--- src/rtl/mult_iter_unit_pkg.sv ---
// Shared definitions for the iterative multiplier and the pipeline
// control blocks that track its state.
package mult_iter_unit_pkg;

    localparam int MULT_WIDTH = 32;

    typedef enum logic [1:0] {
        IDLE = 2'd0,
        BUSY = 2'd1,
        DONE = 2'd2
    } mult_state_e;

endpackage

--- src/rtl/mult_iter_unit_if.sv ---
// Execute-stage request/response bundle for the iterative multiplier.
// master = execute control side, slave = multiplier.
interface mult_iter_unit_if
    import mult_iter_unit_pkg::*;
#(
    parameter int WIDTH = MULT_WIDTH
);

    logic             mult_enable;
    logic [WIDTH-1:0] a;
    logic [WIDTH-1:0] b;
    logic             sfmux_high;
    logic             stall;
    logic             done;
    logic [WIDTH-1:0] hi;
    logic [WIDTH-1:0] lo;
    logic [WIDTH-1:0] sf_data;

    modport master (
        output mult_enable,
        output a,
        output b,
        output sfmux_high,
        input  stall,
        input  done,
        input  hi,
        input  lo,
        input  sf_data
    );

    modport slave (
        input  mult_enable,
        input  a,
        input  b,
        input  sfmux_high,
        output stall,
        output done,
        output hi,
        output lo,
        output sf_data
    );

endinterface

--- src/rtl/mult_iter_unit.sv ---
// Unsigned shift-add multiplier, one partial-product step per cycle.
// hi/lo only ever change to a finished product.
module mult_iter_unit
    import mult_iter_unit_pkg::*;
#(
    parameter int WIDTH = MULT_WIDTH
) (
    input  logic              clk,
    input  logic              rst,
    mult_iter_unit_if.slave   bus
);

    localparam int CW = (WIDTH > 1) ? $clog2(WIDTH) : 1;
    localparam logic [CW-1:0] LAST = CW'(WIDTH - 1);

    mult_state_e      state_q;
    mult_state_e      state_d;
    logic [CW-1:0]    cnt_q;
    logic [WIDTH-1:0] mcand_q;
    logic [WIDTH-1:0] mplier_q;
    logic [WIDTH-1:0] acc_q;
    logic [WIDTH-1:0] hi_q;
    logic [WIDTH-1:0] lo_q;

    logic             start;
    logic             busy;
    logic             last;
    logic [WIDTH:0]   sum;
    logic [WIDTH-1:0] acc_nx;
    logic [WIDTH-1:0] mplier_nx;

    assign busy  = (state_q == BUSY);
    assign start = bus.mult_enable &
                   ((state_q == IDLE) | (state_q == DONE));
    assign last  = busy & (cnt_q == LAST);

    // Sum keeps the carry; it shifts down into the accumulator MSB.
    always_comb begin
        sum       = {1'b0, acc_q};
        if (mplier_q[0]) begin
            sum = {1'b0, acc_q} + {1'b0, mcand_q};
        end
        acc_nx    = sum[WIDTH:1];
        mplier_nx = {sum[0], mplier_q[WIDTH-1:1]};
    end

    always_comb begin
        state_d = state_q;
        case (state_q)
            IDLE: begin
                if (start) begin
                    state_d = BUSY;
                end
            end
            BUSY: begin
                if (last) begin
                    state_d = DONE;
                end
            end
            DONE: begin
                state_d = start ? BUSY : IDLE;
            end
            default: begin
                state_d = IDLE;
            end
        endcase
    end

    always_ff @(posedge clk or negedge rst) begin
        if (!rst) begin
            state_q <= IDLE;
        end else begin
            state_q <= state_d;
        end
    end

    always_ff @(posedge clk or negedge rst) begin
        if (!rst) begin
            cnt_q    <= '0;
            mcand_q  <= '0;
            mplier_q <= '0;
            acc_q    <= '0;
            hi_q     <= '0;
            lo_q     <= '0;
        end else if (start) begin
            cnt_q    <= '0;
            mcand_q  <= bus.a;
            mplier_q <= bus.b;
            acc_q    <= '0;
        end else if (busy) begin
            cnt_q    <= cnt_q + CW'(1);
            acc_q    <= acc_nx;
            mplier_q <= mplier_nx;
            if (last) begin
                hi_q <= acc_nx;
                lo_q <= mplier_nx;
            end
        end
    end

    assign bus.stall   = busy | start;
    assign bus.done    = (state_q == DONE);
    assign bus.hi      = hi_q;
    assign bus.lo      = lo_q;
    assign bus.sf_data = bus.sfmux_high ? hi_q : lo_q;

endmodule

--- src/flat_wrapper.sv ---
// flat-port wrapper written by rule: the top's interface ports become plain ports
module mult_iter_unit_flat import mult_iter_unit_pkg::*;
#(
    parameter int WIDTH = MULT_WIDTH
)
  (clk, rst, bus_mult_enable, bus_a, bus_b, bus_sfmux_high, bus_stall, bus_done, bus_hi, bus_lo, bus_sf_data);
  mult_iter_unit_if #(.WIDTH(WIDTH)) bus_i ();
  input  logic clk;
  input  logic rst;
  input wire logic [$bits(bus_i.mult_enable)-1:0] bus_mult_enable;
  input wire logic [$bits(bus_i.a)-1:0] bus_a;
  input wire logic [$bits(bus_i.b)-1:0] bus_b;
  input wire logic [$bits(bus_i.sfmux_high)-1:0] bus_sfmux_high;
  output wire logic [$bits(bus_i.stall)-1:0] bus_stall;
  output wire logic [$bits(bus_i.done)-1:0] bus_done;
  output wire logic [$bits(bus_i.hi)-1:0] bus_hi;
  output wire logic [$bits(bus_i.lo)-1:0] bus_lo;
  output wire logic [$bits(bus_i.sf_data)-1:0] bus_sf_data;
  assign bus_i.mult_enable = bus_mult_enable;
  assign bus_i.a = bus_a;
  assign bus_i.b = bus_b;
  assign bus_i.sfmux_high = bus_sfmux_high;
  assign bus_stall = bus_i.stall;
  assign bus_done = bus_i.done;
  assign bus_hi = bus_i.hi;
  assign bus_lo = bus_i.lo;
  assign bus_sf_data = bus_i.sf_data;
  mult_iter_unit #(.WIDTH(WIDTH)) u_core (.clk(clk), .rst(rst), .bus(bus_i));
endmodule
--- config.mk ---
export PLATFORM = sky130hd
export DESIGN_NAME = mult_iter_unit_flat
export DESIGN_NICKNAME = d
export VERILOG_FILES = /design/src/rtl/mult_iter_unit_pkg.sv /design/src/rtl/mult_iter_unit_if.sv /design/src/rtl/mult_iter_unit.sv /design/src/flat_wrapper.sv
export SDC_FILE = /design/constraint.sdc
export NUM_CORES = 1
export LEC_CHECK = 0
export CORE_ASPECT_RATIO = 0.8
export CORE_MARGIN = 2
export CORE_UTILIZATION = 48
export CTS_CLUSTER_DIAMETER = 30
export DETAILED_ROUTE_END_ITERATION = 6
export PLACE_DENSITY = 0.9
export SLEW_MARGIN = 20
export SYNTH_ARGS = -nofsm -noshare
export SYNTH_HDL_FRONTEND = slang
export SYNTH_SLANG_ARGS = --single-unit
--- constraint.sdc ---
create_clock -name clk -period 3.2 [get_ports clk]
set_clock_uncertainty 0.1 [all_clocks]
set_input_delay 0.48 -clock clk [delete_from_list [all_inputs] [get_ports clk]]
set_output_delay 0.48 -clock clk [all_outputs]
set_load 0.05 [all_outputs]
==> metrics.md <==
| Metric | Value |
|---|---|
| Status | complete, but fails checks |
| Failing checks | negative hold slack |
| Critical path class | flop to flop |
| # setup viols final | 0 |
| Row count | 44 |
| IO Count | 166 |
| Most common cell after layout, fill and taps aside | nand2_1 |
| Area delta synth->final | 32.9% |
| Pins over their slew limit | 0 |
| Synth cell types | 55 |
| Most frequent cells in the layout | nand2_1 (235), dfrtp_1 (167), clkdlybuf4s50_1 (131) |
| Hold Slack | -0.0193 ns |
| Clock sink total | 167 |
| Worst min path class | primary input to async pin |
| Synthesized cell area | 8730 µm² |
| Mapped Cells | 911 |
| Final wirelength | 24300 µm |
| Max_slew headroom | 30.6% |
| Multi-input gate area | 4350 µm² |
| Clock transition at the registers of the reported paths | 0.07 ns |
| Clk_lat worst skew | 0.44 ns |
| Chip height | 125 µm |
| CP startpoint kind | flop |
| Max Clk Rate | 314 MHz |
| Via density | 5.86 |
| Storage cell area | 4180 µm² |
| Syn_area_per_cell | 9.59 µm² |
| Critical path endpoint category | flop |
| RSZ-0062 raised after global routing | true |
| Post-Syn Nets | 1014 |
| H-tree levels | 4 |
| Fin nets | 1170 |
| Initial antenna violation count | 0 |
| Dpl cells | 1274 |
| Finished Layout Cells | 1310 |
| DR WL/cell | 18.6 µm |
| Synth warnings | 0 |
| Post-detail-place hpwl | 17300 µm |
| Number of remaining DRC errors | 0 |
| GR Util All Layers | 25.8% |
| #FFs+latches synth | 167 |
| Final worst-path setup slack | 0.0121 ns |
| Antenna cells | 0 |
| GRT overflow | 0 |
| Max cap viols | 0 |
| Placer's final routability congestion estimate | 0.946 |
| Cts bufs inserted | 17 |
| Worst slew pin tran | 1.04 ns |
| TritonRoute pass-1 iters | 7 |
| CP Max Fanout | 3 |
| Pre-CTS WS | -0.202 ns |
| Filler cells | 1357 |
| Area leader, netlist | dfrtp_1 |
| Vias in the first global route | 7652 |
| Async SR Flop Fraction | 100% |
| CTS tree | yes |
| PortBufs | 165 |
| Ys flop type | dfrtp_1 |
| CTS root buffer | clkbuf_16 |
| Vias | 7677 |
| Die Area | 19300 µm² |
| Largest net degree at the start of global routing | 82 |
| Clk buf depth | 2 |
| Synth area leaders | dfrtp_1 (48%), nand2_1 (10%), mux2_2 (8.4%) |
| Global-route wire length before repair | 39500 µm |
| CP required | 3.38 ns |
| Starting Density | 48.5% |
| Final Cycle Share | 99.6% |
| Die X | 155 µm |
| Antenna-violating nets left | 0 |
| Layout cells sized above 1 | 15.6% |
| Final Hold Fails | 3 |
| Core Area | 18000 µm² |
| Min cycle time layout | 3.19 ns |
| Share of the yosys chip area belonging to registers | 47.8% |
| # hold bufs at CTS | 0 |
| Top cell type's share of synthesized area | 47.8% |
| CP Data Arrival Time | 3.37 ns |
| Starting DRT DRC Count | 584 |
| Post-synth EDFFs | 0 |
## final cells by class
type	count	share of cell area [%]
Tap cell	230	2.48
Sequential cell	167	36.0
Clock buffer	21	3.97
Inverter	11	0.356
Timing Repair Buffer	188	18.9
Multi-Input combinational cell	682	37.5
Clock inverter	11	0.851
## cell usage after synthesis (all sizes together), types with 2 or more instances
master / count
o211ai: 3
nor3b: 2
mux2: 65
nand2: 236
inv: 11
ha: 34
mux2i: 20
a22o: 4
xnor2: 18
dfrtp: 167
nand3: 16
nor3: 6
buf: 12
nor2: 21
a21oi: 42
o31ai: 4
nand2b: 7
nor2b: 7
a22oi: 34
a221o: 2
o221ai: 10
and3: 7
clkbuf: 39
nand4: 6
a211oi: 3
o21a: 4
o21bai: 3
and2: 3
a21o: 14
or4: 2
xor2: 7
or3: 3
a31oi: 5
o21ai: 79
## repair_timing
item	in CTS	in global routing
endpoints found under the setup margin	6	6
gates cloned	0	0
buffers inserted	3	1
pin swaps	5	2
gates resized for setup	2	1
## metrics by stage
stage	cell area, µm²	hold WS, ns	setup TNS (ns)	util, %
4_1_cts	11600	0.0220	0	64.5
3_5_place_dp	11000	0.372	-0.705	61.2
3_3_place_gp	11000	0.365	-0.275	61.2
6_report	11600	-0.0193	0	64.5
5_1_grt	11600	0.0499	-0.303	64.5
2_1_floorplan	8730	0.0844	0	-
## per-layer routing
| layer | part of all wire (%) | GRT usage [%] | up-vias | wire length (µm) |
|---|---|---|---|---|
| li1 | - | - | 3528 | - |
| met1 | 41 | 33.1 | 3747 | 9990 |
| met2 | 49 | 43.4 | 348 | 11900 |
| met3 | 7.7 | 7.13 | 54 | 1880 |
| met4 | 2.2 | 6.48 | 0 | 527 |
| met5 | 0 | 0 | - | 0 |
## critical path, stage by stage (launching register included)
cell and delay [ns]:
dfrtp_1 0.39, ha_2 0.21, fa_2 0.36, a21o_1 0.18, a221o_1 0.35, a211oi_2 0.28, nor4_1 0.09, or4_4 0.46
a211oi_2 0.22, xor2_1 0.22, o221ai_1 0.17
## logic make-up after synthesis
logic type      synth area share [%]
xor+xnor                        2.51
simple gates                    15.4
mux                             10.7
compound gates                  15.8
buf+inv                         2.68
fa+ha+maj                       5.10
flops                           47.8
## registers in the layout, summed over array words and instances, names as in the netlist
register,flops
u_core.acc_q,32
u_core.bus.hi,32
u_core.bus.lo,32
u_core.mcand_q,32
u_core.mplier_q,32
u_core.cnt_q,5
u_core.state_q,2
## path summary, 6_finish.rpt
| check | from | end | slack (ns) | cells after the start |
|---|---|---|---|---|
| setup / recovery | u_core.acc_q[0] | u_core.acc_q[27] | 0.01 | 10 |
| min in group clk | u_core.mcand_q[19] | u_core.mcand_q[19] | 0.38 | 2 |
| hold reg to reg | u_core.mcand_q[19] | u_core.mcand_q[19] | 0.38 | 2 |
| max in group asynchronous | rst | u_core.bus.hi[21] | 2.28 | 2 |
| setup reg to reg | u_core.acc_q[0] | u_core.acc_q[27] | 0.01 | 10 |
| hold / removal | rst | u_core.mcand_q[7] | -0.02 | 1 |
Power is not shown: default switching activity piles up to over one toggle a cycle in this logic, so the estimate is an artifact.
